[src/rtl/fli_pipe.sv]
// fli_pipe: two-stage fli.{h,s,d,q} immediate generator behind a valid/ready handshake.
// Stage 1 decodes the shared value table, stage 2 rebiases into the format and NaN-boxes.
module fli_pipe #(
    parameter int FLEN          = 64,
    parameter int FMTBITS       = 2,
    parameter bit ZFH_SUPPORTED = 1,
    parameter bit D_SUPPORTED   = 1,
    parameter bit Q_SUPPORTED   = 0
) (
    input  logic               clk,
    input  logic               reset,
    input  logic               Flush,
    input  logic               ValidIn,
    output logic               ReadyOut,
    input  logic [4:0]         Rs1,
    input  logic [FMTBITS-1:0] Fmt,
    output logic               ValidOut,
    input  logic               ReadyIn,
    output logic [FLEN-1:0]    Imm,
    output logic               Illegal
);
    localparam logic [1:0] NORM = 2'd0, MINNORM = 2'd1, INF = 2'd2, QNAN = 2'd3;

    logic                     v1_q, v2_q, s1_acc, s2_acc;
    logic                     sgn_d, sgn_q, ill_d, ill_q, s2_ill_q;
    logic [1:0]               cls_d, cls_q, f_d, f_q;
    logic signed [5:0]        e_d, e_q;
    logic [FMTBITS-1:0]       fmt_q;
    logic [FLEN-1:0]          imm_d, imm_q;

    // Encodes one table entry into a (1, ne, nf) format; overflow saturates to +inf.
    function automatic logic [127:0] enc(input int ne, input int nf, input logic sg,
                                         input logic [1:0] cl, input logic signed [5:0] e,
                                         input logic [1:0] f);
        logic [127:0] em, ex, fr;
        logic s;
        int be;
        em = (128'd1 << ne) - 128'd1;
        be = int'(e) + (1 << (ne - 1)) - 1;
        s  = 1'b0;
        ex = em;
        fr = '0;
        if (cl == QNAN) fr = 128'd1 << (nf - 1);
        else if (cl == MINNORM) ex = 128'd1;
        else if (cl == NORM && be < (1 << ne) - 1) begin
            s  = sg;
            ex = be > 0 ? 128'(be) : '0;
            fr = be > 0 ? 128'(f) << (nf - 2) : 128'({1'b1, f}) << (nf - 2) >> (1 - be);
        end
        return (128'(s) << (ne + nf)) | (ex << nf) | fr;
    endfunction

    function automatic logic [FLEN-1:0] box(input logic [127:0] v, input int w);
        return ({FLEN{1'b1}} << w) | FLEN'(v);
    endfunction

    assign s2_acc   = !v2_q || ReadyIn;
    assign s1_acc   = !v1_q || s2_acc;
    assign ReadyOut = s1_acc;
    assign ValidOut = v2_q;
    assign Imm      = imm_q;
    assign Illegal  = s2_ill_q;

    always_comb begin
        sgn_d = Rs1 == 5'd0;
        cls_d = Rs1 == 5'd1 ? MINNORM : Rs1 == 5'd30 ? INF : Rs1 == 5'd31 ? QNAN : NORM;
        f_d   = Rs1 >= 5'd8 && Rs1 <= 5'd22 ? Rs1[1:0] : 2'd0;
        case (Rs1)
            5'd2:                       e_d = -6'sd16;
            5'd3:                       e_d = -6'sd15;
            5'd4:                       e_d = -6'sd8;
            5'd5:                       e_d = -6'sd7;
            5'd6:                       e_d = -6'sd4;
            5'd7:                       e_d = -6'sd3;
            5'd8, 5'd9, 5'd10, 5'd11:   e_d = -6'sd2;
            5'd12, 5'd13, 5'd14, 5'd15: e_d = -6'sd1;
            5'd20, 5'd21, 5'd22:        e_d = 6'sd1;
            5'd23:                      e_d = 6'sd2;
            5'd24:                      e_d = 6'sd3;
            5'd25:                      e_d = 6'sd4;
            5'd26:                      e_d = 6'sd7;
            5'd27:                      e_d = 6'sd8;
            5'd28:                      e_d = 6'sd15;
            5'd29:                      e_d = 6'sd16;
            default:                    e_d = 6'sd0;
        endcase
        ill_d = Fmt == FMTBITS'(0) ? 1'b0 :
                Fmt == FMTBITS'(1) ? !D_SUPPORTED :
                Fmt == FMTBITS'(2) ? !ZFH_SUPPORTED :
                Fmt == FMTBITS'(3) ? !Q_SUPPORTED : 1'b1;
    end

    always_comb begin
        imm_d = ill_q               ? '0 :
                fmt_q == FMTBITS'(0) ? box(enc(8, 23, sgn_q, cls_q, e_q, f_q), 32) :
                fmt_q == FMTBITS'(1) ? box(enc(11, 52, sgn_q, cls_q, e_q, f_q), 64) :
                fmt_q == FMTBITS'(2) ? box(enc(5, 10, sgn_q, cls_q, e_q, f_q), 16) :
                                       box(enc(15, 112, sgn_q, cls_q, e_q, f_q), 128);
    end

    // Flush only clears valid bits; data registers are allowed to keep stale contents.
    always_ff @(posedge clk or posedge reset) begin
        if (reset) begin
            v1_q     <= 1'b0;
            v2_q     <= 1'b0;
            sgn_q    <= 1'b0;
            cls_q    <= NORM;
            e_q      <= 6'sd0;
            f_q      <= 2'd0;
            fmt_q    <= '0;
            ill_q    <= 1'b0;
            imm_q    <= '0;
            s2_ill_q <= 1'b0;
        end else begin
            v1_q <= !Flush && (s1_acc ? ValidIn : v1_q);
            v2_q <= !Flush && (s2_acc ? v1_q : v2_q);
            if (s1_acc && ValidIn) begin
                sgn_q <= sgn_d;
                cls_q <= cls_d;
                e_q   <= e_d;
                f_q   <= f_d;
                fmt_q <= Fmt;
                ill_q <= ill_d;
            end
            if (s2_acc && v1_q) begin
                imm_q    <= imm_d;
                s2_ill_q <= ill_q;
            end
        end
    end
endmodule
[config.mk]
export PLATFORM = sky130hd
export DESIGN_NAME = fli_pipe
export DESIGN_NICKNAME = d
export VERILOG_FILES = /design/src/rtl/fli_pipe.sv
export SDC_FILE = /design/constraint.sdc
export NUM_CORES = 1
export LEC_CHECK = 0
export BUFFER_PORTS_ARGS = -buffer_cell sky130_fd_sc_hd__buf_2
export CAP_MARGIN = 40
export CORE_MARGIN = 3
export CORE_UTILIZATION = 50
export CTS_BUF_LIST = sky130_fd_sc_hd__clkbuf_16
export CTS_CLUSTER_SIZE = 10
export DETAILED_ROUTE_END_ITERATION = 8
export PLACE_DENSITY_LB_ADDON = 0.15
export REMOVE_ABC_BUFFERS = 1
export SLEW_MARGIN = 30
export SYNTH_ARGS = -nofsm -noshare
export SYNTH_HDL_FRONTEND = slang
export SYNTH_SLANG_ARGS = --single-unit
[constraint.sdc]
create_clock -name clk -period 2.8 [get_ports clk]
set_input_delay 0.42 -clock clk [delete_from_list [all_inputs] [get_ports clk]]
set_output_delay 0.42 -clock clk [all_outputs]
set_load 0.03 [all_outputs]
==> flow_summary.toml <==
[cts]
tritoncts = "done"
path_clk_slew_ps = 60
clk_path_buf_depth = 2
htree_levels = 3
hold_buffers = 0
clockRootBuffer = "clkbuf_16"
clk-insertion-delay-late_ps = 340
cts_setup_buffers = 0
cts_buffers = 9
cts_num_sinks = 81

[finish]
stdcell_area_sq_um = 5110
fin_cells = 631
seqCellArea_sq_um = 2030
layout.nets = 546
syn_to_final_growth_pct = 20.4
drive_gt1_frac = 0.255
antennaDiodeCount = 0
multi_input_area_sq_um = 2050
fillers = 680

[synth]
yosysTopAreaCell = "dfrtp_1"
synth_cells = 447
synth_top_cell_area_share = 0.478
yosysSeqAreaShare = 0.478
synthFlopType = "dfrtp_1"
synth-edff-count = 0
syn_area_sq_um = 4240
synth-seq-cells = 81
ys_warn_count = 0
synth_cell_types = 68
syn_area_per_cell_sq_um = 9.49
yosys-top-cells-area = "dfrtp_1 (48%), nand2_1 (5.9%), a21o_1 (5.5%), o21ai_0 (4.6%), a21oi_1 (3.3%)"
yosys.cell_count.top_type = "dfrtp_1"
synthArstFlopShare = 1.00
synthTopCellsByCount = "dfrtp_1 (81), nand2_1 (67), o21ai_0 (39)"

[pwr]
power_frac_comb = 0.326
vdd_drop_max_mv = 0.375
powerDensity_nw_per_um2 = 747
clockPowerShare = 0.295
p_switching_mw = 1.44
pwr-share-seq = 0.379
p_leak_nw = 2.58
intPower_mw = 2.37
power.total_mw = 3.81
switching_share = 0.378

[setup_path]
r2r.worst_path.cells = 10
cp.required_ps = 3020
worstPathMaxFanout = 7
worst_path_largest_cell_delay_ps = 460
worstSetupPathType = "reg2reg"
crit_chain = "inv_1, ha_2, nor3b_4, nand3_1, ha_4, nand4_1, and4bb_4, nor3_4, a211o_1, a22o_1"
reg2reg_setup_slack_ps = 140
crit_family = "simple AND/OR/NAND/NOR gates"
worst_r2r_endpoint = "Imm[31]"
cpMaxStageDelayCell = "dfrtp_1"
critical_path_depth = 10
critPathBufInv = 1
critPathLaunch = "e_q[1]"
cp_data_arrival_time_ps = 2880
timing.rr.start = "e_q[1]"
endpoint_kind = "flop"
startpoint_type = "flop"

[global_routing]
grt_max_degree = 54
use_met3 = 0.0607
grtUsageMet1 = 0.318
busiest_layer = "met2"
use_met2 = 0.356
grtUsageTotal = 0.230
gr-total-overflow = 0
grt_pass1_wl_microns = 17800
grt_pass1_vias = 3496
antenna_found_initial = 0

[drt]
postRouteAntennaNets = 0
via_count = 3621
wl_microns = 10600
firstDrtPassIters = 5
vias_per_cell = 5.74
routedWlPerCell_microns = 16.8
drt_iter0_markers = 139
drc = 0

[sta]
fin_crit_ps = 2660
period_share = 0.950
clock-skew-final_ps = 7.61
finalHoldViolCount = 0
setup_viol_count_final = 0
slew_violations = 0
worstMarginPinSlew_ps = 619
fmax_ghz = 0.376
finalSetupTns_ps = 0
relSlewSlack = 0.584
worst_slack_ps = 139
rsz0062_at_grt = "no"

[placed_design]
dp_hpwl_microns = 7540
dp.cells = 615
portBuffers = 78
dpl_worst_slack_ps = 120
gp_congestion = 0.923
dpl_cell_area_sq_um = 4800

[floorplanning]
die_h_microns = 98.1
die-area_sq_um = 9620
core.rowCount = 32
ios = 79
start_util = 0.532
core_area_sq_um = 7970
die_x_microns = 98.1

[run]
cap_violations = 0

[run_status]
status = "completed"

[min_path]
hp-class = "in2async"
==> how the worst max path moves through the flow <==
| stage | end | slack, ps |
|---|---|---|
| after floorplan | Imm[50] | -80 |
| after global placement | Imm[9] | 230 |
| after detailed placement | Imm[31] | 120 |
| after CTS | Imm[31] | 110 |
| after global routing | Imm[9] | 20 |
| final | Imm[31] | 140 |
==> repair_timing <==
action	4_1_cts	5_1_grt
hold endpoints to repair	0	0
resized for setup	0	3
setup endpoints to repair	0	9
==> cells by family after synthesis <==
family | share of synthesized area
flip-flops | 0.478
AO/OA/AOI/OAI | 0.248
AND/OR/NAND/NOR | 0.179
multiplexers | 0.00737
adder cells (fa/ha/maj) | 0.0295
XOR/XNOR | 0.0139
buffers and inverters | 0.0442
==> per-layer routing <==
| metal | share of wire | vias to the layer above |
|---|---|---|
| li1 | - | 1755 |
| met1 | 0.47 | 1730 |
| met2 | 0.46 | 118 |
| met3 | 0.059 | 18 |
| met4 | 0.017 | 0 |
| met5 | 0 | - |
==> layout make-up <==
cell class / count / area share
clock buffer: 9 / 0.0441
clock inverter: 7 / 0.0120
timing repair buffer: 98 / 0.111
multi-input combinational: 321 / 0.401
inverter: 13 / 0.00980
sequential: 81 / 0.397
tap: 102 / 0.0250
==> flip-flops by register name (all words and copies together) (netlist names) <==
| signal | cells |
|---|---|
| ValidOut | 1 |
| ill_q | 1 |
| Imm | 64 |
| fmt_q | 2 |
| f_q | 2 |
| cls_q | 2 |
| e_q | 6 |
| v1_q | 1 |
| sgn_q | 1 |
| Illegal | 1 |
==> through the flow <==
| step | utilization | hold WS (ps) |
|---|---|---|
| 2_1_floorplan | - | 479 |
| 3_3_place_gp | 0.602 | 453 |
| 3_5_place_dp | 0.602 | 454 |
| 4_1_cts | 0.638 | 143 |
| 5_1_grt | 0.641 | 167 |
| 6_report | 0.641 | 125 |
==> power by group through the flow <==
| stage | combinational (mW) | sequential, mW | clock, mW |
|---|---|---|---|
| after global routing | 1.34 | 1.47 | 1.20 |
| after CTS | 1.24 | 1.45 | 1.15 |
| after global placement | 1.22 | 1.46 | 0 |
| after floorplan | 0.505 | 1.77 | 0 |
| final | 1.24 | 1.45 | 1.12 |
| after detailed placement | 1.23 | 1.47 | 0 |
==> cells in the final DEF, fill, tap and decap left out, drive strengths merged, types with 10 or more instances in the layout <==
cell | Yosys | final
nor3 | 12 | 12
a21oi | 28 | 28
nand2 | 67 | 67
buf | 9 | 98
o31ai | 12 | 12
dfrtp | 81 | 81
o21ai | 42 | 42
a21o | 31 | 31
nor2 | 29 | 29
ha | 10 | 10
inv | 12 | 14
Power figures use the tool's default switching activity.
